### src/rtl/hex_disp_pkg.sv
// Shared mode encoding and segment patterns for the HEX digit sequencer.
package hex_disp_pkg;

    typedef enum logic [1:0] {
        MODE_DIRECT = 2'd0,
        MODE_LOAD   = 2'd1,
        MODE_TOGGLE = 2'd2,
        MODE_SCROLL = 2'd3
    } mode_e;

    localparam logic [6:0] PAT_ON  = 7'h2A;
    localparam logic [6:0] PAT_OFF = 7'h55;

    // Level of an unlit segment on the active-low HEX outputs.
    localparam logic SEG_BLANK = 1'b1;

endpackage

### src/rtl/key_edge_sync.sv
// Two-flop synchroniser plus falling-edge detect for active-low push keys.
// Latency: press[i] is high for one cycle, two edges after key_n[i] falls; no backpressure.
module key_edge_sync #(
    parameter int W = 4
) (
    input  logic         clk,
    input  logic         rst,
    input  logic [W-1:0] i_key_n,
    output logic [W-1:0] o_press
);

    logic [W-1:0] r_sync1;
    logic [W-1:0] r_sync2;
    logic [W-1:0] r_armed;
    logic [1:0]   r_live;

    // A key only arms after a genuine high sample, so one held low across reset never fires.
    always_ff @(posedge clk or posedge rst) begin
        if (rst) begin
            r_sync1 <= '1;
            r_sync2 <= '1;
            r_armed <= '0;
            r_live  <= '0;
        end else begin
            r_sync1 <= i_key_n;
            r_sync2 <= r_sync1;
            r_live  <= {r_live[0], 1'b1};
            r_armed <= ~o_press & (r_armed | (r_sync2 & {W{r_live[1]}}));
        end
    end

    assign o_press = r_armed & ~r_sync2;

endmodule

### src/rtl/hex_digit_sequencer.sv
// Registered seven-segment controller: DIRECT/LOAD/TOGGLE/SCROLL modes, optional blink (HEX_BLINK_EN).
// Latency: key fall to hex is 4 edges, sw_seg to hex is 2 edges; no backpressure.
module hex_digit_sequencer
    import hex_disp_pkg::*;
#(
    parameter int DIGITS   = 4,
    parameter int SEG_W    = 7,
    parameter int TICK_DIV = 25_000_000
) (
    input  logic                      clk,
    input  logic                      rst,
    input  logic [SEG_W-1:0]          sw_seg,
    input  logic [1:0]                sw_mode,
    input  logic                      sw_inv,
    input  logic                      blink_en,
    input  logic [DIGITS-1:0]         key_n,
    output logic [DIGITS*SEG_W-1:0]   hex
);

    localparam int                HW      = DIGITS * SEG_W;
    localparam int                CNT_W   = $clog2(TICK_DIV);
    localparam logic [CNT_W-1:0]  CNT_MAX = CNT_W'(TICK_DIV - 1);

    logic [HW-1:0]     r_seg_buf;
    logic [DIGITS-1:0] r_flag;
    logic              r_pause;
    logic [CNT_W-1:0]  r_cnt;
    logic [HW-1:0]     r_hex;

    logic [DIGITS-1:0] w_press;
    logic [HW-1:0]     w_rot;
    logic [HW-1:0]     w_src;
    logic              w_tick;
    logic              w_blank;
    mode_e             w_mode;

    assign w_mode = mode_e'(sw_mode);
    assign w_tick = (r_cnt == CNT_MAX);

    key_edge_sync #(.W(DIGITS)) u_keys (
        .clk     (clk),
        .rst     (rst),
        .i_key_n (key_n),
        .o_press (w_press)
    );

    generate
        if (DIGITS > 1) begin : g_rot
            assign w_rot = {r_seg_buf[HW-SEG_W-1:0], r_seg_buf[HW-1 -: SEG_W]};
        end else begin : g_hold
            assign w_rot = r_seg_buf;
        end
    endgenerate

    always_ff @(posedge clk or posedge rst) begin
        if (rst) begin
            r_cnt <= '0;
        end else if (w_tick) begin
            r_cnt <= '0;
        end else begin
            r_cnt <= r_cnt + 1'b1;
        end
    end

    always_ff @(posedge clk or posedge rst) begin
        if (rst) begin
            r_seg_buf <= '0;
            r_flag    <= '0;
            r_pause   <= 1'b0;
        end else begin
            case (w_mode)
                MODE_DIRECT: r_seg_buf[SEG_W-1:0] <= sw_seg;
                MODE_LOAD: begin
                    for (int i = 0; i < DIGITS; i++) begin
                        if (w_press[i]) r_seg_buf[i*SEG_W +: SEG_W] <= sw_seg;
                    end
                end
                MODE_TOGGLE: r_flag <= r_flag ^ w_press;
                MODE_SCROLL: begin
                    if (w_press[0]) r_pause <= ~r_pause;
                    if (w_tick && !r_pause) r_seg_buf <= w_rot;
                end
            endcase
        end
    end

    always_comb begin
        w_src = r_seg_buf;
        if (w_mode == MODE_TOGGLE) begin
            for (int i = 0; i < DIGITS; i++) begin
                w_src[i*SEG_W +: SEG_W] = (r_flag[i] ^ sw_inv) ? SEG_W'(PAT_ON) : SEG_W'(PAT_OFF);
            end
        end
    end

`ifdef HEX_BLINK_EN
    logic r_phase;

    always_ff @(posedge clk or posedge rst) begin
        if (rst) begin
            r_phase <= 1'b0;
        end else if (w_tick) begin
            r_phase <= ~r_phase;
        end
    end

    assign w_blank = blink_en & r_phase;
`else
    logic w_unused_blink;
    assign w_unused_blink = blink_en;
    assign w_blank        = 1'b0;
`endif

    always_ff @(posedge clk or posedge rst) begin
        if (rst) begin
            r_hex <= {HW{SEG_BLANK}};
        end else if (w_blank) begin
            r_hex <= {HW{SEG_BLANK}};
        end else begin
            r_hex <= ~w_src;
        end
    end

    assign hex = r_hex;

endmodule

### config.mk
export PLATFORM = sky130hd
export DESIGN_NAME = hex_digit_sequencer
export DESIGN_NICKNAME = d
export VERILOG_FILES = /design/src/rtl/hex_disp_pkg.sv /design/src/rtl/key_edge_sync.sv /design/src/rtl/hex_digit_sequencer.sv
export SDC_FILE = /design/constraint.sdc
export NUM_CORES = 1
export LEC_CHECK = 0
export ABC_CLOCK_PERIOD_IN_PS = 3000
export BUFFER_PORTS_ARGS = -buffer_cell sky130_fd_sc_hd__buf_2
export CORE_MARGIN = 2
export CORE_UTILIZATION = 58
export DETAILED_ROUTE_END_ITERATION = 10
export GPL_TIMING_DRIVEN = 0
export HOLD_SLACK_MARGIN = 0.12
export PLACE_DENSITY = 0.89
export SYNTH_ARGS = -nofsm -noshare
export SYNTH_HDL_FRONTEND = slang
export SYNTH_SLANG_ARGS = --single-unit
export TNS_END_PERCENT = 100
### constraint.sdc
create_clock -name clk -period 3 [get_ports clk]
set_clock_uncertainty 0.05 [all_clocks]
set_input_delay 0.15 -clock clk [delete_from_list [all_inputs] [get_ports clk]]
set_output_delay 0.15 -clock clk [all_outputs]
set_load 0.01 [all_outputs]
==> results.ini <==
[outcome]
status=complete, no violations

[place]
io_buffer_count=42
pre_cts_ws_ps=737
gp_congestion=0.803
placed_area_um2=4570
dp_hpwl_mm=5.51
post-place-cells=508

[floorplan]
num_rows=31
dieArea_um2=7950
core-area_um2=7140
die_x_um=89.2
io_pins=45
die_h_um=89.2
start_util_pct=59.0

[clocking]
cts_made_buffers=9
cts_tree=done
clock_path_buffers=2
htreeDepth=3
post_cts_buffers=0
clk_latency_ps=360
clk_pin_slew_ps=100
cts-root-buf=clkbuf_8
cts.sinks=100
postCtsResizedCells=0

[synth]
synth_xor_area_share_pct=5.20
ys_seq_elements=100
synth_warnings=0
muxShareOfSynthArea_pct=6.66
synth_area_leaders=dfrtp_1, dfstp_2, mux2i_1, a21oi_1, inv_1
synthesis.nets=384
syn_area_um2=4210
synthSimpleGateAreaFrac_pct=13.1
synth_top_area_share_pct=38.0
synth_cells=366
synth_top_family_by_area=simple AND/OR/NAND/NOR gates
synth_compound_area_share_pct=9.60
syn_area_per_cell_um2=11.5
synth_cell_types=46
seq_area_frac_synth_pct=60.5
synth_area_leader_cell=dfrtp_1
synth_fa_ha_area_share_pct=0.297

[worst_setup_path]
crit_type=reg2reg
cp.arrival_ps=2450
cp_max_fo=10
cp-end-kind=flop
cp-start-kind=flop
required_ps=3190

[timing]
whs_ps=173
tns_ps=0
worstMarginPinSlew_ps=596
min_period_over_period_pct=75.3
setup_ws_ps=740
finalHoldViolCount=0
finalCriticalPeriod_ps=2260
slew_violations=0
slew_headroom_pct=60.3
fmax_mhz=442
finalSetupViolations=0
rsz0062_at_grt=false

[grt]
grt_max_degree=61
grt_pass1_vias=2838
overflow=0
antenna_found_initial=0
grt_pass1_wl_mm=13.2
track_usage_pct=22.1

[detailed_routing]
vias=2847
drt-total-wl_mm=7.99
dr.first_iter.drc_count=167
vias_per_cell=5.38
drt_pre_antenna_iters=5
avgRoutedWirePerCell_um=15.1
drc_errors=0
ant_nets=0

[pwr]
irDropWorstVdd_v=0.000280
p_leak_nw=2.36
internal_power_mw=2.32
seqPwrFrac_pct=56.4
power_frac_comb_pct=17.1
power.density_nw_per_um2=669
finalPower_mw=3.23
p_sw_share_pct=28.3
clockPowerShare_pct=26.5
switching_power_uw=913

[final_layout]
regArea_um2=2550
drive_gt1_share_pct=27.2
fillers=554
final_core_util_pct=67.6
area_growth_pct=14.6
instances_no_fill=529
nets=443
multi_input_area_um2=1470
diodes=0
final_cell_area_um2=4820

[min_path]
hp-class=in2reg

[job]
drv_cap=0

==> power by group through the flow <==
stage	Combinational, mW	Clock, mW	Sequential (mW)
3_5_place_dp	0.550	0	1.84
5_1_grt	0.623	0.923	1.85
4_1_cts	0.559	0.869	1.82
3_3_place_gp	0.522	0	1.83
6_report	0.552	0.857	1.82
2_1_floorplan	0.292	0	1.88
==> cells in the mapped netlist (all sizes together) <==
cell type / instances
dlygate4sd1: 2
nor2b: 2
nand4: 5
conb: 1
and4: 4
buf: 3
a31o: 1
dfrtp: 64
ha: 1
and3: 3
a22o: 1
xor2: 12
xnor2: 13
o22ai: 1
nor3b: 1
and4bb: 1
a21oi: 48
mux2i: 28
nor4: 2
dfstp: 36
a311oi: 1
nand2: 14
o21a: 4
o311ai: 1
nor3: 2
nand3b: 2
nor2: 25
o21bai: 1
nand3: 9
inv: 32
or2b: 5
a41o: 1
or3: 3
and2: 7
clkbuf: 6
and2b: 7
nand2b: 2
o21ai: 15
==> cells by family after synthesis <==
family / Yosys count
AO/OA/AOI/OAI: 74
AND/OR/NAND/NOR: 94
other: 1
adder cells (fa/ha/maj): 1
buffers and inverters: 43
flip-flops: 100
multiplexers: 28
XOR/XNOR: 25
==> layout by cell type (no fill, tap or decap), drive strengths merged, types with 5 or more instances in the layout <==
cell / synthesis / layout
a21oi: 48 / 48
and2: 7 / 7
and2b: 7 / 7
buf: 3 / 46
clkbuf: 6 / 16
dfrtp: 64 / 64
dfstp: 36 / 36
dlygate4sd3: 0 / 5
inv: 32 / 34
mux2i: 28 / 28
nand2: 14 / 14
nand3: 9 / 9
nand4: 5 / 5
nor2: 25 / 25
o21ai: 15 / 15
or2b: 5 / 5
xnor2: 13 / 13
xor2: 12 / 12
==> per-layer routing <==
layer  vias up  global-route usage (%)  routed length (um)
li1       1344                       -                   -
met1      1390                    28.8                3370
met2        98                    36.6                4060
met3        15                    3.23                 382
met4         0                    10.7                 172
met5         -                       0                   0
==> path summary, 6_finish.rpt <==
path                                        start  slack, ps                end  cells past startpoint
worst max-delay path                     r_cnt[0]        740          r_cnt[18]                      6
worst min-delay path                    sw_seg[1]        170      r_seg_buf[15]                      4
worst max register to register           r_cnt[0]        740          r_cnt[18]                      6
worst min register to register  u_keys.r_sync1[3]        310  u_keys.r_sync2[3]                      0
max in group asynchronous                     rst       1890  u_keys.r_sync2[2]                      4
min in group asynchronous                     rst        320      r_seg_buf[24]                      3
==> critical path: stages (launching register included) <==
cell     delay, ps
dfrtp_1        400
ha_1           220
and4_2         280
nand4_1        260
nor3_1         550
buf_2          320
nor2_1          70
==> flip-flops by register name, indices dropped and copies added (netlist names) <==
register and flops:
hex 28, r_seg_buf 28, r_cnt 25, r_flag 4, u_keys.r_armed 4, u_keys.r_sync1 4, u_keys.r_sync2 4, u_keys.r_live 2
r_pause 1
==> area by class of cell <==
cell class                      instances  share of cell area, %
Inverter                               32                   2.54
Clock inverter                          6                   1.48
Tap cell                               99                   2.57
Sequential cell                       100                   52.8
Buffer                                 11                   1.48
Timing Repair Buffer                   48                   5.97
Clock buffer                           10                   2.65
Multi-Input combinational cell        223                   30.5
==> what timing repair did <==
action	in CTS	in global routing
endpoints found under the setup margin	0	0
hold endpoints to repair	36	0
hold buffers	5	0
(Power assumes the default switching activity.)
